### src/rtl/goose_jump_controller_if.sv
// Control and status bundle between the game controller and the goose vertical-motion engine.
interface goose_jump_controller_if #(
  parameter int unsigned HEIGHT_W = 7
) ();

  logic                jump_button;
  logic                frame_tick;
  logic                game_halt;
  logic                game_reset;
  logic                in_air;
  logic [HEIGHT_W-1:0] goose_height;
  logic                jump_start;

  modport master (
    output jump_button, frame_tick, game_halt, game_reset,
    input  in_air, goose_height, jump_start
  );

  modport slave (
    input  jump_button, frame_tick, game_halt, game_reset,
    output in_air, goose_height, jump_start
  );

endinterface

### src/rtl/goose_jump_controller.sv
// Goose vertical-motion engine: button sync/debounce, one-deep jump request,
// and a per-frame ballistic FSM producing height and airborne status.
module goose_jump_controller #(
  parameter int unsigned JUMP_V0         = 12,
  parameter int unsigned GRAVITY         = 1,
  parameter int unsigned HEIGHT_W        = 7,
  parameter int unsigned MAX_HEIGHT      = 127,
  parameter int unsigned DEBOUNCE_CYCLES = 250000
) (
  input  logic                    clk,
  input  logic                    rst,
  goose_jump_controller_if.slave  bus
);

  localparam int unsigned VW    = HEIGHT_W + 2;
  localparam int unsigned CNT_W = (DEBOUNCE_CYCLES > 1) ? $clog2(DEBOUNCE_CYCLES) : 1;

  localparam logic [CNT_W-1:0]     CNT_LAST = CNT_W'(DEBOUNCE_CYCLES - 1);
  localparam logic signed [VW-1:0] V0_S     = VW'(JUMP_V0);
  localparam logic signed [VW-1:0] G_S      = VW'(GRAVITY);
  localparam logic signed [VW-1:0] MAX_S    = VW'(MAX_HEIGHT);

  typedef enum logic [1:0] {
    GROUNDED = 2'd0,
    RISING   = 2'd1,
    FALLING  = 2'd2
  } state_t;

  localparam state_t TAKEOFF_STATE = (JUMP_V0 > GRAVITY) ? RISING : FALLING;

  logic [1:0]          sync_q;
  logic                db_q;
  logic                db_d_q;
  logic [CNT_W-1:0]    cnt_q;
  logic                press_c;

  state_t              state_q, state_n;
  logic [HEIGHT_W-1:0] height_q, height_n;
  logic signed [VW-1:0] vel_q, vel_n;
  logic                req_q, req_n;
  logic                in_air_q;
  logic                jump_start_q, jump_start_n;
  logic signed [VW-1:0] new_h_c;
  logic signed [VW-1:0] vel_dec_c;

  // Synchroniser and debounce; game_reset deliberately leaves this path alone.
  always_ff @(posedge clk) begin
    if (rst) begin
      sync_q <= '0;
      db_q   <= 1'b0;
      db_d_q <= 1'b0;
      cnt_q  <= '0;
    end else begin
      sync_q <= {sync_q[0], bus.jump_button};
      db_d_q <= db_q;
      if (sync_q[1] != db_q) begin
        if (cnt_q == CNT_LAST) begin
          db_q  <= sync_q[1];
          cnt_q <= '0;
        end else begin
          cnt_q <= cnt_q + CNT_W'(1);
        end
      end else begin
        cnt_q <= '0;
      end
    end
  end

  assign press_c = db_q & ~db_d_q;

  // Next-state, physics and request logic.
  always_comb begin
    state_n      = state_q;
    height_n     = height_q;
    vel_n        = vel_q;
    req_n        = req_q;
    jump_start_n = 1'b0;
    new_h_c      = $signed({2'b00, height_q}) + vel_q;
    vel_dec_c    = vel_q - G_S;

    if (press_c && state_q == GROUNDED && !bus.game_halt) begin
      req_n = 1'b1;
    end

    if (bus.frame_tick && !bus.game_halt) begin
      case (state_q)
        GROUNDED: begin
          // The request register is sampled, so a press on this tick waits for the next one.
          if (req_q) begin
            height_n     = HEIGHT_W'(JUMP_V0);
            vel_n        = V0_S - G_S;
            req_n        = 1'b0;
            jump_start_n = 1'b1;
            state_n      = TAKEOFF_STATE;
          end
        end
        RISING, FALLING: begin
          if (new_h_c[VW-1] || new_h_c == '0) begin
            height_n = '0;
            vel_n    = '0;
            state_n  = GROUNDED;
          end else begin
            height_n = (new_h_c > MAX_S) ? HEIGHT_W'(MAX_HEIGHT) : HEIGHT_W'(new_h_c);
            vel_n    = vel_dec_c;
            state_n  = (!vel_dec_c[VW-1] && vel_dec_c != '0) ? RISING : FALLING;
          end
        end
        default: state_n = GROUNDED;
      endcase
    end

    if (bus.game_halt) begin
      req_n = 1'b0;
    end

    if (bus.game_reset) begin
      state_n      = GROUNDED;
      height_n     = '0;
      vel_n        = '0;
      req_n        = 1'b0;
      jump_start_n = 1'b0;
    end
  end

  always_ff @(posedge clk) begin
    if (rst) begin
      state_q      <= GROUNDED;
      height_q     <= '0;
      vel_q        <= '0;
      req_q        <= 1'b0;
      in_air_q     <= 1'b0;
      jump_start_q <= 1'b0;
    end else begin
      state_q      <= state_n;
      height_q     <= height_n;
      vel_q        <= vel_n;
      req_q        <= req_n;
      in_air_q     <= (state_n != GROUNDED);
      jump_start_q <= jump_start_n;
    end
  end

  assign bus.in_air       = in_air_q;
  assign bus.goose_height = height_q;
  assign bus.jump_start   = jump_start_q;

endmodule

### src/flat_wrapper.sv
// flat-port wrapper written by rule: the top's interface ports become plain ports
module goose_jump_controller_flat 
#(
  parameter int unsigned JUMP_V0         = 12,
  parameter int unsigned GRAVITY         = 1,
  parameter int unsigned HEIGHT_W        = 7,
  parameter int unsigned MAX_HEIGHT      = 127,
  parameter int unsigned DEBOUNCE_CYCLES = 250000
)
  (clk, rst, bus_jump_button, bus_frame_tick, bus_game_halt, bus_game_reset, bus_in_air, bus_goose_height, bus_jump_start);
  goose_jump_controller_if #(.HEIGHT_W(HEIGHT_W)) bus_i ();
  input  logic clk;
  input  logic rst;
  input wire logic [$bits(bus_i.jump_button)-1:0] bus_jump_button;
  input wire logic [$bits(bus_i.frame_tick)-1:0] bus_frame_tick;
  input wire logic [$bits(bus_i.game_halt)-1:0] bus_game_halt;
  input wire logic [$bits(bus_i.game_reset)-1:0] bus_game_reset;
  output wire logic [$bits(bus_i.in_air)-1:0] bus_in_air;
  output wire logic [$bits(bus_i.goose_height)-1:0] bus_goose_height;
  output wire logic [$bits(bus_i.jump_start)-1:0] bus_jump_start;
  assign bus_i.jump_button = bus_jump_button;
  assign bus_i.frame_tick = bus_frame_tick;
  assign bus_i.game_halt = bus_game_halt;
  assign bus_i.game_reset = bus_game_reset;
  assign bus_in_air = bus_i.in_air;
  assign bus_goose_height = bus_i.goose_height;
  assign bus_jump_start = bus_i.jump_start;
  goose_jump_controller #(.JUMP_V0(JUMP_V0), .GRAVITY(GRAVITY), .HEIGHT_W(HEIGHT_W), .MAX_HEIGHT(MAX_HEIGHT), .DEBOUNCE_CYCLES(DEBOUNCE_CYCLES)) u_core (.clk(clk), .rst(rst), .bus(bus_i));
endmodule
### config.mk
export PLATFORM = sky130hd
export DESIGN_NAME = goose_jump_controller_flat
export DESIGN_NICKNAME = d
export VERILOG_FILES = /design/src/rtl/goose_jump_controller_if.sv /design/src/rtl/goose_jump_controller.sv /design/src/flat_wrapper.sv
export SDC_FILE = /design/constraint.sdc
export NUM_CORES = 1
export LEC_CHECK = 0
export ABC_AREA = 1
export CORE_ASPECT_RATIO = 0.7
export CORE_MARGIN = 2
export CORE_UTILIZATION = 35
export DETAILED_ROUTE_END_ITERATION = 8
export PLACE_DENSITY = 0.56
export SLEW_MARGIN = 20
export SYNTH_ARGS = -nofsm -noshare
export SYNTH_HDL_FRONTEND = slang
export SYNTH_SLANG_ARGS = --single-unit
### constraint.sdc
create_clock -name clk -period 2.6 [get_ports clk]
set_input_delay 0.52 -clock clk [delete_from_list [all_inputs] [get_ports clk]]
set_output_delay 0.52 -clock clk [all_outputs]
set_load 0.02 [all_outputs]
# After elaboration in Yosys (flattened, before gate mapping)
# Index checks and enable logic that the tools add are counted.
dict set report word_totals {
  inputBits 6
  wordCells 61
  reg_bits 43
}
dict set report op_classes {
  eq_ne 5
  n_mux 18
  n_reduce_logical 19
  n_lt_le_gt_ge 1
  bitwise_logic 5
  add_sub_neg 3
}
# operator count
set ops {}
lappend ops {{two-way mux 7 bit} 3}
lappend ops {{adder 18 x 1 -> 18 bit (second input constant)} 1}
lappend ops {{equality test 18 bit (second input constant)} 1}
lappend ops {{two-way mux 9 bit} 2}
lappend ops {{one-hot mux 9 bit (2 select lines)} 1}
lappend ops {{one-hot mux 7 bit (2 select lines)} 1}
lappend ops {{two-way mux 2 bit} 5}
lappend ops {{adder 8 x 9 -> 9 bit} 1}
lappend ops {{> comparator 9 x 8 -> 1 bit (second input constant)} 1}
lappend ops {{logical NOT 9 bit} 1}
lappend ops {{nonzero test 9 bit} 1}
lappend ops {{subtractor 9 x 2 -> 9 bit (second input constant)} 1}
lappend ops {{OR reduction 3 bit} 2}
lappend ops {{two-way mux 1 bit} 5}
lappend ops {{logical AND 1 bit} 4}
lappend ops {{NOT 1 bit} 4}
lappend ops {{one-hot mux 2 bit (2 select lines)} 1}
lappend ops {{nonzero test 2 bit} 2}
lappend ops {{OR reduction 2 bit} 2}
lappend ops {{OR reduction 4 bit} 1}
lappend ops {{AND reduction 3 bit} 1}
lappend ops {{equality test 2 x 1 -> 1 bit (second input constant)} 1}
lappend ops {{equality test 2 bit (second input constant)} 1}
lappend ops {{logical NOT 1 bit} 2}
lappend ops {{other kinds (6)} 6}

# Depth between registers and ports, before layout
dict set report logic_depth {
  ltp_word 9
  mapped_depth 17
}

# Least setup slack after synthesis
# No wires, ideal clock.
dict set report synth_path {
  path_type {reg2reg}
  start {register u_core.height_q[0] (netlist: u_core.bus.goose_height[0])}
  end {register u_core.height_q[4] (netlist: u_core.bus.goose_height[4])}
  stages_incl_launch_ff 16
  t_required_ns 2.468
  path_buffers 1
  period_less_slack_ns 2.201
  setup_ns 0.132
  arrival_time_ns 2.069
  path_slack_ns 0.399
  cell_sequence {dfxtp_1 > ha_1 > fa_1 > inv_1 > nand2_1 > a21oi_1 > nand3_1 > nor2_1 > nand2_1 > nor2_1 > nor2_4 > inv_2 > nor2_4 > buf_6 > nand2_1 > a21oi_1}
}
dict set report synth_between {
  elab_chain_len 5
  word_cells_on_any_way 7
}
# element line
set synth_rtl {}
lappend synth_rtl {{from (decl)} goose_jump_controller.sv:38} ;# logic [HEIGHT_W-1:0] height_q, height_n;
lappend synth_rtl {{from (signal assigned)} goose_jump_controller.sv:135} ;# height_q <= height_n;
lappend synth_rtl {{adder 8 x 9 -> 9 bit *} goose_jump_controller.sv:78} ;# new_h_c = $signed({2'b00, height_q}) + vel_q;
lappend synth_rtl {{> comparator 9 x 8 -> 1 bit / logical NOT 9 bit (equally long branches)} {goose_jump_controller.sv:103, goose_jump_controller.sv:98}}
lappend synth_rtl {{two-way mux 7 bit / logical OR 1 bit (equally long branches)} {goose_jump_controller.sv:103, goose_jump_controller.sv:98}}
lappend synth_rtl {{two-way mux 7 bit *} goose_jump_controller.sv:98} ;# if (new_h_c[VW-1] || new_h_c == '0) begin
lappend synth_rtl {{one-hot mux 7 bit (2 select lines) *} goose_jump_controller.sv:86} ;# case (state_q)
# Every way passes the cells marked *; elsewhere a longest branch is shown, timed or not.
# A chain may end at the register's enable or synchronous reset.

# Final worst setup path
dict set report layout_path {
  start {register u_core.vel_q[0]}
  end {register u_core.vel_q[2]}
}
dict set report layout_between {
  elab_chain_len 5
  word_cells_on_any_way 6
}
# element line
set layout_rtl {}
lappend layout_rtl {{from (decl)} goose_jump_controller.sv:39} ;# logic signed [VW-1:0] vel_q, vel_n;
lappend layout_rtl {{from (signal assigned)} goose_jump_controller.sv:136} ;# vel_q <= vel_n;
lappend layout_rtl {{adder 8 x 9 -> 9 bit} goose_jump_controller.sv:78}
lappend layout_rtl {{logical NOT 9 bit} goose_jump_controller.sv:98}
lappend layout_rtl {{logical OR 1 bit} goose_jump_controller.sv:98}
lappend layout_rtl {{two-way mux 9 bit *} goose_jump_controller.sv:98}
lappend layout_rtl {{one-hot mux 9 bit (2 select lines) *} goose_jump_controller.sv:86}
# Marks and branches as above.

==> results_dict.tcl <==
set metrics [dict create \
    dr_total_vias 2301 \
    cts_tree "built" \
    ir_drop_v 0.000198 \
    worstPathRequired_ns 2.83 \
    grt_max_degree 14 \
    finalMaxSlewViolations 0 \
    yosysMostFrequentCell "nand2_1" \
    ys_types 32 \
    synth.top_cells.by_count "nand2_1, inv_1, nor2_1" \
    r2r-end "u_core.vel_q[2]" \
    critical_path_class "flip-flop to flip-flop" \
    dieHeight_um 75.0 \
    grt-ovfl-total 0 \
    place_congestion 0.832 \
    cts_sinks 43 \
    rows 25 \
    r2r-start "u_core.vel_q[0]" \
    async_flop_share 0 \
    fmax_mhz 416 \
    worstPathArrival_ns 2.63 \
    htree_num_levels 2 \
    ys_seq_area_frac 0.342 \
    viasPerCell 4.63 \
    root_buffer "clkbuf_8" \
    cts_buffer_depth 2 \
    drive_gt1_frac 0.0670 \
    fin_total_pwr_mw 1.16 \
    antennaDiodeCount 0 \
    cts_resized 0 \
    drt-met1-wl_um 3420 \
    dr_wl_met2_um 2080 \
    finalCritPeriodShare 0.924 \
    whs_path_depth 2 \
    tightest_slew_ns 0.486 \
    hold_violations 0 \
    fin_skew_ns 0.0110 \
    synth_cells 382 \
    post_drt_wl_per_cell_um 11.9 \
    post-dp-hpwl_um 4440 \
    ant_nets 0 \
    critPathMaxFanout 5 \
    hold_path_end "u_core.sync_q[1]" \
    synth_largest_area_cell "dfxtp_1" \
    initial_core_util 0.368 \
    min_period_ns 2.40 \
    startpoint_type "flip-flop" \
    synth_flop_cell "dfxtp_1" \
    clkTransAtPathRegs_ns 0.08 \
    setup_viol 0 \
    place_area_um2 2770 \
    synth_edf_count 0 \
    drtIter0Drc 126 \
    synth-seq-cells 43 \
    hold_class "flip-flop to flip-flop" \
    dieArea_um2 7910 \
    finalWirelength_um 5900 \
    synth_top_area_share 0.342 \
    r2r_slack_ns 0.20 \
    cts-buffers-inserted 5 \
    top_layer_used "met4" \
    io_pins 15 \
    port_buffers 14 \
    drtPass1Iterations 4 \
    clock_latency_ns 0.30 \
    layout.nets 421 \
    synth_nets 401 \
    end_kind "flip-flop" \
    syn-cell-area_um2 2520 \
    wl_met3_um 322 \
    slew_headroom 0.676 \
    drc_errors 0 \
    area_delta_synth_final_pct 14.0 \
    grt_util_all_layers 0.158 \
    p_leak_nw 1.32 \
    power.density_nw_per_um2 403 \
    core_um2 6850 \
    drv_cap 0 \
    antenna_found_initial 0 \
    worstHoldStart "u_core.sync_q[0]" \
    synth.avg_cell_area_um2 6.60 \
    tns_ns 0 \
    ys.warnings.count 0 \
    status "finished, final reports clean" \
    synth_area_leaders "dfxtp_1, nand2_1, inv_1" \
    holdBufCountCts 0 \
    grt_first_pass_wirelength_um 9870 \
    postCtsSetupBuffers 0 \
    worstRegToRegCells 15 \
    grt_pass1_vias 2069 \
    finalInstanceArea_um2 2870 \
    rsz0062_at_grt "no" \
    die_w_um 105 \
]
[through the flow]
step / hold WS, ns / cells / utilization / worst slack (ns)
after CTS: 0.406 / 496 / 0.418 / 0.211
after global routing: 0.433 / 497 / 0.419 / 0.0128
after global placement: 0.390 / 488 / 0.404 / 0.227
final: 0.403 / 497 / 0.419 / 0.199
after floorplan: 0.388 / 382 / - / 0.399
after detailed placement: 0.395 / 488 / 0.404 / 0.149
[power breakdown]
group	internal (mW)	switching [mW]	leakage [nW]
registers	0.660	0.000943	0.347
logic	0.0108	0.0139	0.919
clock network	0.243	0.231	0.0515
[cells in the final DEF (no fill, tap or decap), types with 8 or more instances in the layout]
master / netlist / final
ha_1: 12 / 12
nand4_1: 8 / 8
a21oi_1: 27 / 27
clkdlybuf4s50_1: 0 / 14
nand3_1: 24 / 24
dfxtp_1: 43 / 43
inv_1: 57 / 57
nor2_1: 44 / 44
nand2_1: 110 / 110
o21ai_0: 12 / 12
[sequential cells by signal (all words and copies together) (netlist names), 2 cells and up]
register                 count
u_core.cnt_q                18
u_core.vel_q                 9
u_core.bus.goose_height      7
u_core.sync_q                2
u_core.state_q               2
[final cells by class]
type	count	area, µm²
clock buffers	8	100
inverters	60	225
fillers	728	3980
multi-input cells	275	1410
repair buffers	17	163
flip-flops and latches	43	861
well taps	94	118
[cells by family (layout without fill, tap and decap cells)]
kind of cell,after synthesis,count (layout),synth area share
buf+inv,65,85,0.103
compound gates,47,47,0.103
xor+xnor,7,7,0.0243
simple gates,207,208,0.360
fa+ha+maj,13,13,0.0675
flops,43,43,0.342
[how the worst max path moves through the flow]
| stage | to | cells after the start | start | slack, ns |
|---|---|---|---|---|
| 2_1_floorplan | u_core.bus.goose_height[4] | 15 | u_core.bus.goose_height[0] | 0.40 |
| 3_3_place_gp | u_core.bus.goose_height[1] | 11 | bus_frame_tick | 0.23 |
| 3_5_place_dp | u_core.bus.goose_height[0] | 11 | bus_frame_tick | 0.15 |
| 4_1_cts | u_core.bus.goose_height[0] | 13 | u_core.vel_q[0] | 0.21 |
| 5_1_grt | u_core.vel_q[2] | 15 | u_core.vel_q[0] | 0.01 |
| 6_report | u_core.vel_q[2] | 15 | u_core.vel_q[0] | 0.20 |
[critical path, cell delays in order (launching register included)]
cell and delay (ns):
dfxtp_1 0.35, ha_1 0.23, fa_1 0.44, nand2_2 0.11, nand2_2 0.08, nand3_1 0.09, nand2_1 0.05, nand2_1 0.05
nand2_1 0.06, nand2_1 0.08, nor2_1 0.07, nor2_4 0.13, inv_2 0.09, nor2_2 0.26, nand2_1 0.10, a21oi_1 0.12
[per-layer routing]
layer | vias up | GRT usage
met5 | - | 0
met4 | 0 | 0.0489
met3 | 8 | 0.0320
met2 | 53 | 0.210
met1 | 991 | 0.249
li1 | 1249 | -
No activity file was read; power rests on OpenSTA's default activity.
